==> src/rtl/shared_reg_pkg.sv <==
// Shared types and widths for the shared register arbiter.
// Optional owner lock is enabled with the ARB_LOCK_EN macro.
package shared_reg_pkg;

    localparam int PTR_W  = 3;
    localparam int HOLD_W = 4;

    typedef enum logic {
        ST_IDLE  = 1'b0,
        ST_GRANT = 1'b1
    } state_t;

endpackage

==> src/rtl/rr_pick.sv <==
// Combinational round-robin picker: first set req bit
// scanning from rr upward with wrap-around modulo N.
module rr_pick
    import shared_reg_pkg::*;
#(
    parameter int N = 4
) (
    input  logic [N-1:0]     req,
    input  logic [PTR_W-1:0] rr,
    output logic [PTR_W-1:0] winner,
    output logic             any_req
);

    always_comb begin
        int  idx;
        logic sel;
        winner  = '0;
        any_req = 1'b0;
        idx     = 0;
        sel     = 1'b0;
        for (int i = 0; i < N; i++) begin
            idx = int'(rr) + i;
            if (idx >= N) idx = idx - N;
            sel = 1'b0;
            for (int j = 0; j < N; j++) begin
                if (j == idx) sel = req[j];
            end
            if (!any_req && sel) begin
                any_req = 1'b1;
                winner  = PTR_W'(idx);
            end
        end
    end

endmodule

==> src/rtl/shared_reg_arbiter.sv <==
// Round-robin arbiter sharing one W-bit flop row between N requesters.
// Define ARB_LOCK_EN to let an owner keep the grant up to MAX_HOLD cycles.
module shared_reg_arbiter
    import shared_reg_pkg::*;
#(
    parameter int N        = 4,
    parameter int W        = 8,
    parameter int MAX_HOLD = 4
) (
    input  logic             clock,
    input  logic             resetn,
    input  logic [N-1:0]     req,
    input  logic [N-1:0]     lock,
    input  logic [N*W-1:0]   data_in,
    input  logic [W-1:0]     reg_z,
    output logic [W-1:0]     reg_p,
    output logic [N-1:0]     grant,
    output logic [2:0]       owner,
    output logic             busy
);

    state_t           state, state_nx;
    logic [N-1:0]     grant_nx;
    logic [PTR_W-1:0] owner_nx;
    logic [PTR_W-1:0] rr, rr_nx;
    logic [PTR_W-1:0] winner;
    logic             any_req;
    logic             keep;
    logic [W-1:0]     owner_data;

    rr_pick #(.N(N)) u_pick (
        .req     (req),
        .rr      (rr),
        .winner  (winner),
        .any_req (any_req)
    );

    always_comb begin
        owner_data = '0;
        for (int j = 0; j < N; j++) begin
            if (PTR_W'(j) == owner) owner_data = data_in[j*W +: W];
        end
    end

`ifdef ARB_LOCK_EN
    logic [HOLD_W-1:0] hold, hold_nx;
    logic              owner_req;
    logic              owner_lock;

    always_comb begin
        owner_req  = 1'b0;
        owner_lock = 1'b0;
        for (int j = 0; j < N; j++) begin
            if (PTR_W'(j) == owner) begin
                owner_req  = req[j];
                owner_lock = lock[j];
            end
        end
    end

    assign keep = (state == ST_GRANT) && owner_req && owner_lock
                  && (hold < HOLD_W'(MAX_HOLD));
`else
    logic unused_lock;
    assign unused_lock = ^{lock, MAX_HOLD[3:0]};
    assign keep        = 1'b0;
`endif

    always_comb begin
        state_nx = state;
        grant_nx = grant;
        owner_nx = owner;
        rr_nx    = rr;
`ifdef ARB_LOCK_EN
        hold_nx  = hold;
`endif
        if (keep) begin
`ifdef ARB_LOCK_EN
            hold_nx = hold + HOLD_W'(1);
`endif
        end else if (any_req) begin
            state_nx = ST_GRANT;
            owner_nx = winner;
            grant_nx = {{(N-1){1'b0}}, 1'b1} << winner;
            rr_nx    = (winner == PTR_W'(N-1)) ? '0 : winner + PTR_W'(1);
`ifdef ARB_LOCK_EN
            hold_nx  = HOLD_W'(1);
`endif
        end else begin
            state_nx = ST_IDLE;
            grant_nx = '0;
            owner_nx = '0;
`ifdef ARB_LOCK_EN
            hold_nx  = '0;
`endif
        end
    end

    always_ff @(posedge clock) begin
        if (!resetn) begin
            state <= ST_IDLE;
            grant <= '0;
            owner <= '0;
            rr    <= '0;
`ifdef ARB_LOCK_EN
            hold  <= '0;
`endif
        end else begin
            state <= state_nx;
            grant <= grant_nx;
            owner <= owner_nx;
            rr    <= rr_nx;
`ifdef ARB_LOCK_EN
            hold  <= hold_nx;
`endif
        end
    end

    assign busy = |grant;

    // Reset forces zero into the flop row so it clears with the arbiter.
    always_comb begin
        if (!resetn)   reg_p = '0;
        else if (busy) reg_p = owner_data;
        else           reg_p = reg_z;
    end

endmodule

==> config.mk <==
export PLATFORM = sky130hd
export DESIGN_NAME = shared_reg_arbiter
export DESIGN_NICKNAME = d
export VERILOG_FILES = /design/src/rtl/shared_reg_pkg.sv /design/src/rtl/rr_pick.sv /design/src/rtl/shared_reg_arbiter.sv
export SDC_FILE = /design/constraint.sdc
export NUM_CORES = 1
export LEC_CHECK = 0
export BUFFER_PORTS_ARGS = -buffer_cell sky130_fd_sc_hd__buf_2
export CELL_PAD_IN_SITES_DETAIL_PLACEMENT = 2
export CELL_PAD_IN_SITES_GLOBAL_PLACEMENT = 2
export CORE_MARGIN = 2
export CORE_UTILIZATION = 25
export CTS_BUF_LIST = sky130_fd_sc_hd__clkbuf_16
export DETAILED_ROUTE_END_ITERATION = 6
export MAX_ROUTING_LAYER = met4
export PLACE_DENSITY = 0.85
export SYNTH_ARGS = -nofsm -noshare
export SYNTH_HDL_FRONTEND = slang
export SYNTH_SLANG_ARGS = --single-unit
==> constraint.sdc <==
create_clock -name clock -period 6.23 [get_ports clock]
set_input_delay 0 -clock clock [delete_from_list [all_inputs] [get_ports clock]]
set_output_delay 0 -clock clock [all_outputs]
set_load 0.02 [all_outputs]
; After elaboration in Yosys (flattened, before gate mapping)
; Index checks and enable logic that the tools add are counted.
[totals]
register_bits = 10
output_inout_bits = 16
inputBits = 50
wordCells = 80
[op_classes]
n_lt_le_gt_ge = 4
mux = 35
n_shift = 1
reduce_logical = 13
n_eq_ne = 16
n_addsub = 8
[ops]
columns = operator, n
row1 = 3-bit by 32-bit equality test with 1-bit output (first input constant), 8
row2 = 2-bit by 32-bit equality test with 1-bit output (first input constant), 4
row3 = 32-bit logical NOT, 4
row4 = 32-bit 2-to-1 mux, 4
row5 = 32-bit by 4-bit greater-or-equal comparator with 1-bit output (second input constant), 3
row6 = 32-bit by 4-bit subtractor with 32-bit output (second input constant), 3
row7 = 8-bit 2-to-1 mux, 6
row8 = 1-bit 2-to-1 mux, 20
row9 = 3-bit 2-to-1 mux, 5
row10 = 3-bit by 2-bit adder with 4-bit output (second input constant), 2
row11 = 2-bit by 3-bit equality test with 1-bit output (first input constant), 2
row12 = 3-bit by 1-bit adder with 4-bit output (second input constant), 1
row13 = 4-bit OR reduction, 1
row14 = 1-bit by 3-bit << shifter with 4-bit output (first input constant), 1
row15 = 3-bit by 3-bit subtractor with 4-bit output (second input constant), 1
row16 = 3-bit by 1-bit adder with 3-bit output (second input constant), 1
row17 = 1-bit by 3-bit equality test with 1-bit output (first input constant), 1
row18 = 3-bit by 2-bit equality test with 1-bit output (second input constant), 1
row19 = 3-bit greater-or-equal comparator (second input constant), 1
row20 = 1-bit logical AND, 3
row21 = 1-bit logical NOT, 3
row22 = 3-bit logical NOT, 1
row23 = 2-bit AND reduction, 1

; Depth between registers and ports, before layout
; Gate-level depths: netlist of the first run.
[logic_depth]
ltp_word = 19
depth_mapped = 12

; By module
; Synthesis of the first run repeated with hierarchy kept, for this count alone.
[unflattened]
hier_cells = 106
area_unflattened_um2 = 1047.3
[by_module_without_submodules]
columns = mod, instances, area_each_um2, cells_each, seq_area_each_um2
row1 = shared_reg_arbiter, 1, 645.6, 55, 200.2
row2 = rr_pick, 1, 401.6, 51, 0.0

; Worst setup path before layout of the first run
; OpenSTA, ideal clock, no wires.
[synth_path]
path_type = register -> register
start = register rr[1]
end = register rr[0]
t_arrival_ps = 2707
path_buffers = 0
required_ps = 6127
stages_incl_launch_ff = 13
synth_period_minus_slack_ps = 2810
setup_slack_ps = 3420
cell_sequence = dfxtp_1 -> inv_1 -> ha_1 -> and3b_1 -> a221oi_1 -> o31a_2 -> and3_1 -> a221oi_4 -> inv_4 -> ha_1 -> inv_1 -> nor3_1 -> a2111oi_2
[synth_between]
elab_chain_cells = 19
word_cells_on_any_way = 64
cone_classes = add/sub (8) / order compare (4) / eq/ne (13) / mux (29) / reduce/logical (10)
[synth_lines]
columns = element, line_no
row1 = "start, declared", shared_reg_arbiter.sv:25  ; logic [PTR_W-1:0] rr, rr_nx;
row2 = "start signal, assigned", shared_reg_arbiter.sv:112  ; rr <= rr_nx;
row3 = branches (longest 16 deep; another with 32-bit by 4-bit subtractor with 32-bit output), -
row4 = 3-bit 2-to-1 mux (*), rr_pick.sv:28  ; if (!any_req && sel) begin
row5 = via u_pick.winner[1], rr_pick.sv:10  ; output logic [PTR_W-1:0] winner,
row6 = 3-bit by 2-bit equality test with 1-bit output (*), shared_reg_arbiter.sv:85  ; rr_nx = (winner == PTR_W'(N-1)) ? '0 : winner + PTR_W'(1);
row7 = 3-bit 2-to-1 mux (*), shared_reg_arbiter.sv:85
; Mark *: on every way through the listed nets, which the timed path passes.
; A chain may end at the register's enable or synchronous reset.

; Worst setup path in the final report of the first run
[layout_path]
start = register rr[0]
end = register rr[0]
; Same word-level chain as after synthesis.

==> results of run 1 <==
[what timing repair did]
action                    in CTS  in global routing
setup buffers                  0                  0
hold endpoints to repair       1                  0
hold buffers                   1                  0
[where the power goes]
group / total, mW / leakage, nW / switching, mW / internal (mW)
clock: 0.116 / 0.0385 / 0.0318 / 0.0843
combinational: 0.543 / 0.573 / 0.326 / 0.217
sequential: 0.118 / 0.0820 / 0.0345 / 0.0840
[per-stage QoR]
| step | cells | worst slack (ns) |
|---|---|---|
| final | 223 | 2.926 |
| after detailed placement | 218 | 2.910 |
| after global placement | 218 | 3.099 |
| after global routing | 223 | 2.600 |
| after floorplan | 111 | 3.420 |
| after CTS | 223 | 2.914 |
[how the worst max path moves through the flow]
stage                 end  cells past startpoint   from  slack (ns)
floorplan           rr[0]                     12  rr[1]        3.42
global placement    rr[0]                     12  rr[0]        3.10
detailed placement  rr[0]                     12  rr[1]        2.91
CTS                 rr[0]                     12  rr[1]        2.91
global route        rr[0]                     12  rr[1]        2.60
finish              rr[0]                     12  rr[0]        2.93
[worst register-to-register path: stages (launching register included)]
cell and delay, ns:
sky130_fd_sc_hd__dfxtp_1 0.51, sky130_fd_sc_hd__inv_1 0.23, sky130_fd_sc_hd__ha_1 0.32, sky130_fd_sc_hd__and3b_1 0.24, sky130_fd_sc_hd__a221oi_1 0.11, sky130_fd_sc_hd__o31ai_1 0.47, sky130_fd_sc_hd__o41ai_2 0.15, sky130_fd_sc_hd__a221oi_4 0.44
sky130_fd_sc_hd__inv_4 0.07, sky130_fd_sc_hd__ha_1 0.20, sky130_fd_sc_hd__inv_1 0.08, sky130_fd_sc_hd__nor3_1 0.06, sky130_fd_sc_hd__a2111oi_2 0.33
[flip-flops by register name, indices dropped and copies added (netlist names)]
register and flops:
rr 3, grant 4, owner 3
[metal layers]
layer	up-vias	share of wire	routed length, um	track usage
met3	2	0.017	74	0.03655
li1	555	-	-	-
met5	-	0	0	-
met1	595	0.43	1801	0.2304
met4	0	0.0026	11	0.01307
met2	10	0.55	2343	0.3333
[area by class of cell]
| class | instances | share of cell area |
|---|---|---|
| multi-input combinational | 89 | 0.5385 |
| clock inverter | 1 | 0.002513 |
| clock buffer | 3 | 0.05025 |
| tap | 50 | 0.04188 |
| inverter | 8 | 0.02178 |
| timing repair buffer | 62 | 0.2111 |
| sequential | 10 | 0.1340 |
[kinds of logic after synthesis]
logic type	count (synthesis)	synth area share
flops	10	0.1889
simple gates	42	0.2338
fa+ha+maj	8	0.09445
mux	10	0.1889
buf+inv	12	0.05195
compound gates	29	0.2420
[cell usage in the layout (no fill, tap or decap), drive strengths merged, types with 2 or more instances in the layout]
cell and count:
and3b 2, inv 8, clkbuf 3, nand2 8
or2 2, dfxtp 10, and3 2, mux4 8
mux2i 2, nor3b 3, nor3 4, a2111oi 3
a21oi 3, buf 61, ha 8, a221oi 2
a22oi 8, and2 2, nor2 12, o21ai 5
==> metrics.md, run 1 <==
| Metric | Value |
|---|---|
| Number of nets still failing antenna checks after routing | `0` |
| Most numerous cell in the Yosys netlist | `sky130_fd_sc_hd__nor2_1` |
| Flip-flop and latch count after synthesis | `10` |
| Library cells used by synthesis | `43` |
| Htree depth | `1` |
| Outcome | `finished clean` |
| Category of the most critical setup path | `reg -> reg` |
| Number of vias per cell after detailed routing | `5.211` |
| Cells traversed along the worst timing path | `inv_1 -> ha_1 -> and3b_1 -> a221oi_1 -> o31ai_1 -> o41ai_2 -> a221oi_4 -> inv_4 -> ha_1 -> inv_1 -> nor3_1 -> a2111oi_2` |
| Master cell of the clock root buffer | `sky130_fd_sc_hd__clkbuf_16` |
| Kind of cell with the highest combined delay on the critical path | `compound AO/OA/AOI/OAI gates` |
| Placement Cell Area | `between 0.001 and 0.0015 mm2` |
| Max-cap violations | `0` |
| Clock tree from TritonCTS | `built` |
| Area of combinational cells with multiple inputs | `~800 um2` |
| Most instantiated cells after synthesis | `12 x sky130_fd_sc_hd__nor2_1, 10 x sky130_fd_sc_hd__dfxtp_1` |
| Maximum single-stage delay on the critical path | `between 0.5 and 0.6 ns` |
| Die outline width | `about 69 um` |
| Largest clock skew in the final design | `about 0.00064 ns` |
| Dominant register cell in the synthesized netlist | `sky130_fd_sc_hd__dfxtp_1` |
| Number of sinks on the clock net | `10` |
| Area of all sequential standard cells | `around 200 um2` |
| Number of buffers on the longest clock path | `2` |
| Transition at the pin with the smallest max-transition slack | `just over 0.9 ns` |
| Arrival time worst endpoint | `roughly 3.4 ns` |
| Worst reg2reg path depth | `12` |
| Die Footprint | `0.004776 mm2` |
| Unrepaired setup endpoints after global routing | `false` |
| Final period util | `0.5303` |
| Clock insertion delay at the later pin of the skew report | `roughly 0.24 ns` |
| Total power draw | `between 0.7 and 0.8 mW` |
| Starting density of the core | `0.2630` |
| Fraction of layout cells with a size suffix above 1 | `0.4971` |
| Power density over the cells | `about 520 mW/mm2` |
| Share of synthesized registers carrying an async set or reset | `0` |
| Biggest area contributors in the synthesized netlist | `sky130_fd_sc_hd__dfxtp_1 19%, sky130_fd_sc_hd__mux4_2 17%, sky130_fd_sc_hd__ha_1 9.4%` |
| Post-layout min period | `~3.3 ns` |
| Number of nets produced by synthesis | `~170` |
| Most area-hungry cell type in the Yosys netlist | `sky130_fd_sc_hd__dfxtp_1` |
| Crit start category | `register` |
| Core occupancy in the finished layout | `0.3708` |
| Global-route wire length before repair | `just under 7 mm` |
| Count of antenna diodes in the layout | `0` |
| Residual overflow from global routing | `0` |
| Number of global-route vias before repair | `approximately 1300` |
| Critical Path RT | `6.36 ns` |
| Critical path's slowest cell | `sky130_fd_sc_hd__dfxtp_1` |
| Minimum setup slack among reg-to-reg paths | `between 2 and 3 ns` |
| Leakage | `~0.69 nW` |
| Final weighted congestion in routability-driven placement | `~0.81` |
| DRC violation count after routing | `0` |
| Cell count after synthesis | `~110` |
| Hold endpoint | `reg_p[1]` |
| DRT Wirelength | `around 4.2 mm` |
| Final design area excluding fillers | `about 0.0015 mm2` |
| Row count | `23` |
| Maximum clock frequency | `between 300 and 400 MHz` |
| Worst Setup End Kind | `register` |
| Synthesis-to-layout area growth | `40.97%` |
| Hold wc startpoint | `reg_z[1]` |
| Hold violation total from the final report | `0` |
| Endpoint of the worst register-to-register path | `rr[0]` |
| Number of antenna violations at the first check in global routing | `0` |
| Number of cells on the worst hold path | `4` |
| Post-synthesis instance area | `between 0.001 and 0.0015 mm2` |
| Worst hold path class | `in -> out` |
| Core area | `approximately 0.0040 mm2` |
| Buf/Inv on CP | `3` |
| Maximum number of pins on one net before global-route repair | `15` |
| Post-cts sizing count | `0` |
| Number of warning messages in the yosys log | `0` |
| Max-slew violations | `0` |
| Clock slew seen by the registers of the worst setup and hold paths | `approximately 0.04 ns` |
| Height of the die | `about 69 um` |
| Total iterations of the first detailed-routing run | `4` |
| FF-to-FF Start | `rr[0]` |
| Slew headroom | `0.3873` |
| Worst vdd rail ir drop | `between 0.0002 and 0.00025 V` |
| Biggest fanout along the worst timing path | `8` |
| TritonCTS buffer count | `3` |
| Routed wire length per instance | `18.97 um` |
| Aggregate global-route resource usage | `0.1877` |
| Proportion of synthesized chip area in sequential cells | `0.1889` |
| Sum of net half-perimeters after detailed placement | `roughly 3.4 mm` |
| Setup TNS after final layout | `0 ns` |
| Detailed Route Iter0 Violations | `59` |
| PortBufs | `just over 60` |
| Routed vias | `1162` |
| Filler cells | `~470` |
| Final setup violation count | `0` |
| Nets@finish | `~230` |
| Number of ports placed on the die boundary | `66` |
| Portion of synthesized cell area occupied by the leading cell type | `0.1889` |
| Worst hold slack across all endpoints | `0.3847 ns` |
| Number of enable-type register cells in the synthesized netlist | `0` |
| Mean area per synthesized cell | `roughly 9.5 um2` |
No activity file was read; power rests on OpenSTA's default activity.
==> inputs of run 2 (changes only) <==
--- a/config.mk
+++ b/config.mk
@@ -5,15 +5,16 @@
 export SDC_FILE = /design/constraint.sdc
 export NUM_CORES = 1
 export LEC_CHECK = 0
+export ABC_AREA = 1
 export BUFFER_PORTS_ARGS = -buffer_cell sky130_fd_sc_hd__buf_2
 export CELL_PAD_IN_SITES_DETAIL_PLACEMENT = 2
 export CELL_PAD_IN_SITES_GLOBAL_PLACEMENT = 2
 export CORE_MARGIN = 2
-export CORE_UTILIZATION = 25
+export CORE_UTILIZATION = 19
 export CTS_BUF_LIST = sky130_fd_sc_hd__clkbuf_16
 export DETAILED_ROUTE_END_ITERATION = 6
 export MAX_ROUTING_LAYER = met4
-export PLACE_DENSITY = 0.85
+export PLACE_DENSITY = 0.75
 export SYNTH_ARGS = -nofsm -noshare
 export SYNTH_HDL_FRONTEND = slang
 export SYNTH_SLANG_ARGS = --single-unit
==> constraint.sdc (replaced) <==
create_clock -name clock -period 2.7 [get_ports clock]
set_input_delay 0 -clock clock [delete_from_list [all_inputs] [get_ports clock]]
set_output_delay 0 -clock clock [all_outputs]
set_load 0.02 [all_outputs]
==> metrics.md, run 2 <==
| Metric | Value |
|---|---|
| Outcome | `finished clean` |
| Mean area per synthesized cell | `6.269 um2 (-34%)` |
| Largest register by flop count | `grant` |
| Critical path's slowest cell | `sky130_fd_sc_hd__dfxtp_2` |
| Core area | `0.005991 mm2 (+49%)` |
| Die outline width | `83.39 um (+21%)` |
| Number of global-route vias before repair | `1623 (+28%)` |
| Maximum clock frequency | `429.0 MHz (+42%)` |
| Cell count after synthesis | `191 (+72%)` |
| Post-synthesis share of cell area spent on full adders, half adders and majority gates | `0.08359 (-0.01086)` |
| Most instantiated cells after synthesis | `47 x sky130_fd_sc_hd__nand2_1, 24 x sky130_fd_sc_hd__o21ai_0, 16 x sky130_fd_sc_hd__inv_1, 16 x sky130_fd_sc_hd__nand3_1, 15 x sky130_fd_sc_hd__nor2_1` |
| Max-cap violations | `0 (unchanged)` |
| Most used cell along the critical path | `sky130_fd_sc_hd__nand2_1` |
| Aggregate global-route resource usage | `0.1469 (-0.04076)` |
| Synthesized-area fraction occupied by ao, oa, aoi and oai cells | `0.2571 (+0.01502)` |
| Highest-utilization routing layer at the global route stage | `met2` |
| Post-synthesis instance area | `0.001197 mm2 (+13%)` |
| Htree depth | `1 (unchanged)` |
| Number of nets produced by synthesis | `249 (+47%)` |
| Biggest regs | `grant (4), owner (3), rr (3)` |
| Flip-flop and latch count after synthesis | `10 (unchanged)` |
| Max-slew violations | `0 (unchanged)` |
| Final weighted congestion in routability-driven placement | `0.8323 (+3.2%)` |
| Global routing usage on met1 | `0.1807 (-0.04962)` |
| Clock slew seen by the registers of the worst setup and hold paths | `0.04 ns (about the same)` |
| Post-layout min period | `2.331 ns (-0.9727 ns)` |
| Synthesis-to-layout area growth | `39.60%` |
| Crit start category | `register` |
| Starting density of the core | `0.1999 (-0.06317)` |
| Proportion of synthesized chip area in sequential cells | `0.1672 (-0.02171)` |
| Leading cell type in the layout, fill and taps excluded | `sky130_fd_sc_hd__buf_2` |
| Minimum setup slack among reg-to-reg paths | `0.37 ns (-2.56 ns)` |
| Master cell of the clock root buffer | `sky130_fd_sc_hd__clkbuf_16` |
| Number of vias per cell after detailed routing | `4.823 (-7.4%)` |
| Row count | `28 (+22%)` |
| Fraction of synthesized cell area in xor and xnor cells | `0 (unchanged)` |
| DRT Wirelength | `4.925 mm (+16%)` |
| Number of enable-type register cells in the synthesized netlist | `0 (unchanged)` |
| Power density over the cells | `1149 mW/mm2 (+120%)` |
| Number of nets still failing antenna checks after routing | `0 (unchanged)` |
| Post-Place Cells | `325 (+49%)` |
| Hold violation total from the final report | `0 (unchanged)` |
| Most numerous cell in the Yosys netlist | `sky130_fd_sc_hd__nand2_1` |
| Cells traversed along the worst timing path | `inv_1 -> ha_1 -> a21oi_1 -> nand3_1 -> nand2_1 -> nand2_1 -> o21ai_0 -> nand2_1 -> nand3_2 -> inv_2 -> ha_1 -> nand2_1 -> nor2_1 -> nor2_1` |
| Routed wire length per instance | `15.02 um (-21%)` |
| Setup TNS after final layout | `0 ns (unchanged)` |
| Biggest area contributors in the synthesized netlist | `sky130_fd_sc_hd__dfxtp_1 17%, sky130_fd_sc_hd__nand2_1 15%, sky130_fd_sc_hd__o21ai_0 10%` |
| Kind of cell with the highest combined delay on the critical path | `simple AND/OR/NAND/NOR gates` |
| Library cells used by synthesis | `28 (-35%)` |
| Total iterations of the first detailed-routing run | `3 (-1)` |
| Hold buffer count at cts | `0 (-1)` |
| Most area-hungry cell type in the Yosys netlist | `sky130_fd_sc_hd__dfxtp_1` |
| Dominant register cell in the synthesized netlist | `sky130_fd_sc_hd__dfxtp_1` |
| Worst hold path class | `in -> reg` |
| Met3 Use GR | `0.02087 (-0.01567)` |
| Portion of synthesized cell area occupied by the leading cell type | `0.1672 (-0.02171)` |
| Met2 track utilization from global routing | `0.2551 (-0.07820)` |
| Critical Path RT | `2.87 ns (-3.49 ns)` |
| Number of buffers on the longest clock path | `2 (unchanged)` |
| Leakage | `0.8641 nW (+25%)` |
| DRC violation count after routing | `0 (unchanged)` |
| Worst Setup End Kind | `register` |
| Buf/Inv on CP | `2 (-1)` |
| PortBufs | `61 (unchanged)` |
| Die Footprint | `0.006953 mm2 (+46%)` |
| Residual overflow from global routing | `0 (unchanged)` |
| Height of the die | `83.39 um (+21%)` |
| Number of sinks on the clock net | `10 (unchanged)` |
| Slew headroom | `0.6934 (+0.3060)` |
| TritonCTS buffer count | `3 (unchanged)` |
| Unrepaired setup endpoints after global routing | `false` |
| Biggest fanout along the worst timing path | `9 (+1)` |
| Total power draw | `1.921 mW (+150%)` |
| Worst vdd rail ir drop | `0.0004063 V (+72%)` |
| Largest clock skew in the final design | `0.0004568 ns (-0.0001880 ns)` |
| Sum of net half-perimeters after detailed placement | `3.973 mm (+15%)` |
| Post-CTS Setup Repair Bufs | `0 (unchanged)` |
| Top library cells by usage in the layout, fill and taps aside | `61 x sky130_fd_sc_hd__buf_2, 47 x sky130_fd_sc_hd__nand2_1, 24 x sky130_fd_sc_hd__o21ai_0` |
| Share of cell area taken by muxes after synthesis | `0 (-0.1889)` |
| Maximum single-stage delay on the critical path | `0.42 ns (-0.09 ns)` |
| Max FFs per register | `4 (unchanged)` |
| Number of ports placed on the die boundary | `66 (unchanged)` |
| Post-synthesis share of cell area spent on and, or, nand and nor gates | `0.4190 (+0.1853)` |
| Routed vias | `1582 (+36%)` |
| Clock insertion delay at the later pin of the skew report | `0.23 ns (about the same)` |
| Nets@finish | `313 (+35%)` |
| Fraction of layout cells with a size suffix above 1 | `0.3478 (-0.1493)` |
| Combinational family with the most area after synthesis | `simple AND/OR/NAND/NOR gates` |
| Maximum number of pins on one net before global-route repair | `18 (+3)` |
| Number of warning messages in the yosys log | `0 (unchanged)` |
| Detailed Route Iter0 Violations | `26 (-56%)` |
| Post-cts sizing count | `0 (unchanged)` |
| Non-filler instance count after layout | `328 (+47%)` |
| Arrival time worst endpoint | `2.50 ns (-0.94 ns)` |
| Count of antenna diodes in the layout | `0 (unchanged)` |
| Clock tree from TritonCTS | `built` |
| Number of antenna violations at the first check in global routing | `0 (unchanged)` |
| Final period util | `0.8634 (+0.3331)` |
| Global-route wire length before repair | `8.314 mm (+20%)` |
| Transition at the pin with the smallest max-transition slack | `0.4593 ns (-0.4521 ns)` |
| Category of the most critical setup path | `reg -> reg` |
| Share of synthesized registers carrying an async set or reset | `0 (unchanged)` |
| Final setup violation count | `0 (unchanged)` |
[run 2: metal layers]
metal  vias up  part of all wire
li1        777                 -
met4         0             0.015
met5         -                 0
met3         8             0.056
met2        55              0.48
met1       742              0.45
[run 2: logic make-up after synthesis]
logic type	after synthesis
fa+ha+maj	8
flops	10
buf+inv	23
simple gates	101
compound gates	49
[run 2: final cells by class]
cell class	instances	area, um2
multi-input combinational	158	909.6
inverter	19	71.32
sequential	10	201.4
tap	75	93.84
timing repair buffer	63	320.3
fill	772	4319
clock buffer	3	75.07
[run 2: worst paths after layout]
check        depth (start not counted)  startpoint    end
min reg2reg                          2       rr[2]  rr[2]
max                                 14       rr[1]  rr[0]
min                                  3      resetn  rr[1]
max reg2reg                         14       rr[1]  rr[0]
[run 2: per-stage QoR]
step	worst slack (ns)	instance area, um2	hold slack [ns]	util
3_5_place_dp	0.1858	1595	0.3838	0.2663
2_1_floorplan	0.5436	1197	0.2285	-
5_1_grt	0.02769	1672	0.1928	0.2790
4_1_cts	0.1694	1670	0.1623	0.2788
6_report	0.3688	1672	0.1382	0.2790
3_3_place_gp	0.2922	1595	0.3854	0.2663
[run 2: report_power, final]
group | internal (mW) | switching (mW) | leakage [nW] | total, mW
Clock | 0.192 | 0.0638 | 0.0370 | 0.255
Combinational | 0.471 | 0.946 | 0.745 | 1.42
Sequential | 0.194 | 0.0551 | 0.0823 | 0.249
[run 2: worst reg2reg max path: stages, from the launching register on]
cell,delay [ns]
sky130_fd_sc_hd__dfxtp_2,0.42
sky130_fd_sc_hd__inv_1,0.12
sky130_fd_sc_hd__ha_1,0.27
sky130_fd_sc_hd__a21oi_1,0.16
sky130_fd_sc_hd__nand3_1,0.12
sky130_fd_sc_hd__nand2_1,0.08
sky130_fd_sc_hd__nand2_1,0.13
sky130_fd_sc_hd__o21ai_0,0.21
sky130_fd_sc_hd__nand2_1,0.10
sky130_fd_sc_hd__nand3_2,0.13
sky130_fd_sc_hd__inv_2,0.06
sky130_fd_sc_hd__ha_1,0.22
sky130_fd_sc_hd__nand2_1,0.10
sky130_fd_sc_hd__nor2_1,0.04
sky130_fd_sc_hd__nor2_1,0.10
==> inputs of run 3 (changes only) <==
--- a/config.mk
+++ b/config.mk
@@ -15,6 +15,7 @@
 export DETAILED_ROUTE_END_ITERATION = 6
 export MAX_ROUTING_LAYER = met4
 export PLACE_DENSITY = 0.75
+export REMOVE_ABC_BUFFERS = 1
 export SYNTH_ARGS = -nofsm -noshare
 export SYNTH_HDL_FRONTEND = slang
 export SYNTH_SLANG_ARGS = --single-unit
==> metrics.md, run 3 (synthesis results as in run 2) <==
| Metric | Value |
|---|---|
| Routed wire length per instance | `14.51 um (-3.4%)` |
| Post-cts sizing count | `0 (unchanged)` |
| Top library cells by usage in the layout, fill and taps aside | `61 x sky130_fd_sc_hd__buf_2, 47 x sky130_fd_sc_hd__nand2_1, 24 x sky130_fd_sc_hd__o21ai_0` |
| Kind of cell with the highest combined delay on the critical path | `simple AND/OR/NAND/NOR gates` |
| Number of global-route vias before repair | `1695 (+4.4%)` |
| Outcome | `finished clean` |
| DRC violation count after routing | `0 (unchanged)` |
| Filler cells | `769 (-0.39%)` |
| Leakage | `0.8698 nW (+0.66%)` |
| PortBufs | `61 (unchanged)` |
| Area of combinational cells with multiple inputs | `909.6 um2 (unchanged)` |
| Maximum number of pins on one net before global-route repair | `18 (unchanged)` |
| Number of antenna violations at the first check in global routing | `0 (unchanged)` |
| Cells traversed along the worst timing path | `buf_4 -> ha_1 -> inv_2 -> or2_1 -> a21boi_4 -> nor2_8 -> nand3b_4 -> nand3_2 -> inv_2 -> ha_1 -> nand2_1 -> a21oi_1` |
| Worst setup path start | `rr[1]` |
| Routed vias | `1539 (-2.7%)` |
| Detailed Route Iter0 Violations | `21 (-19%)` |
| Critical path's slowest cell | `sky130_fd_sc_hd__dfxtp_1` |
| Unrepaired setup endpoints after global routing | `false` |
| Setup Slack @ Placement | `0.3787 ns (+0.1929 ns)` |
| Die Footprint | `0.006953 mm2 (unchanged)` |
| Hold violation total from the final report | `0 (unchanged)` |
| Number of buffers on the longest clock path | `2 (unchanged)` |
| Clock tree from TritonCTS | `built` |
| Clock insertion delay at the later pin of the skew report | `0.24 ns (about the same)` |
| Area of all sequential standard cells | `200.2 um2 (-0.62%)` |
| Master cell of the clock root buffer | `sky130_fd_sc_hd__clkbuf_16` |
| Worst Setup End Kind | `register` |
| Max-slew violations | `0 (unchanged)` |
| Final weighted congestion in routability-driven placement | `0.8241 (-0.99%)` |
| Core occupancy in the finished layout | `0.2807 (+0.001671)` |
| Die outline width | `83.39 um (unchanged)` |
| Final worst-path setup slack | `0.3702 ns (+0.001386 ns)` |
| Power density over the cells | `1133 mW/mm2 (-1.4%)` |
| Residual overflow from global routing | `0 (unchanged)` |
| Number of sinks on the clock net | `10 (unchanged)` |
| Total power draw | `1.905 mW (-0.85%)` |
| Height of the die | `83.39 um (unchanged)` |
| Global-route wire length before repair | `8.093 mm (-2.7%)` |
| Synthesis-to-layout area growth | `40.44%` |
| Hold buffer count at cts | `0 (unchanged)` |
| Nets@finish | `314 (+0.32%)` |
| Maximum single-stage delay on the critical path | `0.39 ns (-0.03 ns)` |
| Worst vdd rail ir drop | `0.0002961 V (-27%)` |
| Placement Cell Area | `0.001603 mm2 (+0.47%)` |
| Max-cap violations | `0 (unchanged)` |
| Clock slew seen by the registers of the worst setup and hold paths | `0.04 ns (about the same)` |
| Critical Path RT | `2.87 ns (about the same)` |
| Post-CTS Setup Repair Bufs | `0 (unchanged)` |
| Biggest fanout along the worst timing path | `7 (-2)` |
| Crit start category | `register` |
| Post-layout min period | `2.330 ns (-0.001386 ns)` |
| TritonCTS buffer count | `3 (unchanged)` |
| Final period util | `0.8629 (about the same)` |
| Total iterations of the first detailed-routing run | `4 (+1)` |
| Fraction of layout cells with a size suffix above 1 | `0.3451 (-0.002728)` |
| Aggregate global-route resource usage | `0.1468 (-0.0001496)` |
| Largest register by flop count | `grant` |
| Maximum clock frequency | `429.2 MHz (about the same)` |
| Final setup violation count | `0 (unchanged)` |
| Number of nets still failing antenna checks after routing | `0 (unchanged)` |
| Starting density of the core | `0.1999 (unchanged)` |
| Buf/Inv on CP | `3 (+1)` |
| DRT Wirelength | `4.788 mm (-2.8%)` |
| Largest clock skew in the final design | `0.001219 ns (+0.0007624 ns)` |
| Worst hold path class | `in -> reg` |
| FF-to-FF Start | `rr[1]` |
| Count of antenna diodes in the layout | `0 (unchanged)` |
| Sum of net half-perimeters after detailed placement | `3.929 mm (-1.1%)` |
| Transition at the pin with the smallest max-transition slack | `0.4696 ns (+0.01030 ns)` |
| Leading cell type in the layout, fill and taps excluded | `sky130_fd_sc_hd__buf_2` |
| Htree depth | `1 (unchanged)` |
| Slew headroom | `0.6866 (-0.006796)` |
| Hold wc startpoint | `resetn` |
| Biggest regs | `grant (4), owner (3), rr (3)` |
| Max FFs per register | `4 (unchanged)` |
| Arrival time worst endpoint | `2.50 ns (about the same)` |
| Number of vias per cell after detailed routing | `4.664 (-3.3%)` |
| Core area | `0.005991 mm2 (unchanged)` |
| Category of the most critical setup path | `reg -> reg` |
| Setup TNS after final layout | `0 ns (unchanged)` |
| Final design area excluding fillers | `0.001682 mm2 (+0.60%)` |
| Row count | `28 (unchanged)` |
| Number of ports placed on the die boundary | `66 (unchanged)` |
==> run 3: worst paths after layout <==
path / slack [ns] / to / cells after the start
max reg2reg: 0.37 / rr[1] / 12
min reg2reg: 0.53 / rr[1] / 2
min: 0.15 / rr[1] / 3
max: 0.37 / rr[1] / 12
==> run 3: metrics by stage <==
stage	hold WS (ns)	std cells
4_1_cts	0.1556	330
6_report	0.1470	330
2_1_floorplan	0.1458	187
3_5_place_dp	0.3854	326
5_1_grt	0.1993	330
3_3_place_gp	0.3969	326
==> run 3: report_power, final <==
| group | switching [mW] | internal, mW | leakage [nW] | total, mW |
|---|---|---|---|---|
| combinational | 0.924 | 0.476 | 0.749 | 1.40 |
| clock | 0.0707 | 0.194 | 0.0385 | 0.265 |
| sequential | 0.0480 | 0.193 | 0.0820 | 0.241 |
==> run 3: layout make-up <==
class,instances,area share
flip-flops and latches,10,0.1190
inverters,19,0.04241
well taps,75,0.05580
clock buffers,3,0.04464
repair buffers,64,0.1949
clock inverters,1,0.002232
multi-input cells,158,0.5409
==> run 3: worst register-to-register path, stage by stage (launching register included) <==
cell and delay (ns):
sky130_fd_sc_hd__dfxtp_1 0.39, sky130_fd_sc_hd__buf_4 0.19, sky130_fd_sc_hd__ha_1 0.27, sky130_fd_sc_hd__inv_2 0.07
sky130_fd_sc_hd__or2_1 0.24, sky130_fd_sc_hd__a21boi_4 0.17, sky130_fd_sc_hd__nor2_8 0.14, sky130_fd_sc_hd__nand3b_4 0.12
sky130_fd_sc_hd__nand3_2 0.15, sky130_fd_sc_hd__inv_2 0.06, sky130_fd_sc_hd__ha_1 0.28, sky130_fd_sc_hd__nand2_1 0.05
sky130_fd_sc_hd__a21oi_1 0.14
==> run 3: layer usage <==
layer  GRT usage  share of wire
met2      0.2493           0.47
met5           -              0
met1      0.1750           0.46
met3     0.01590          0.049
met4     0.06408          0.019
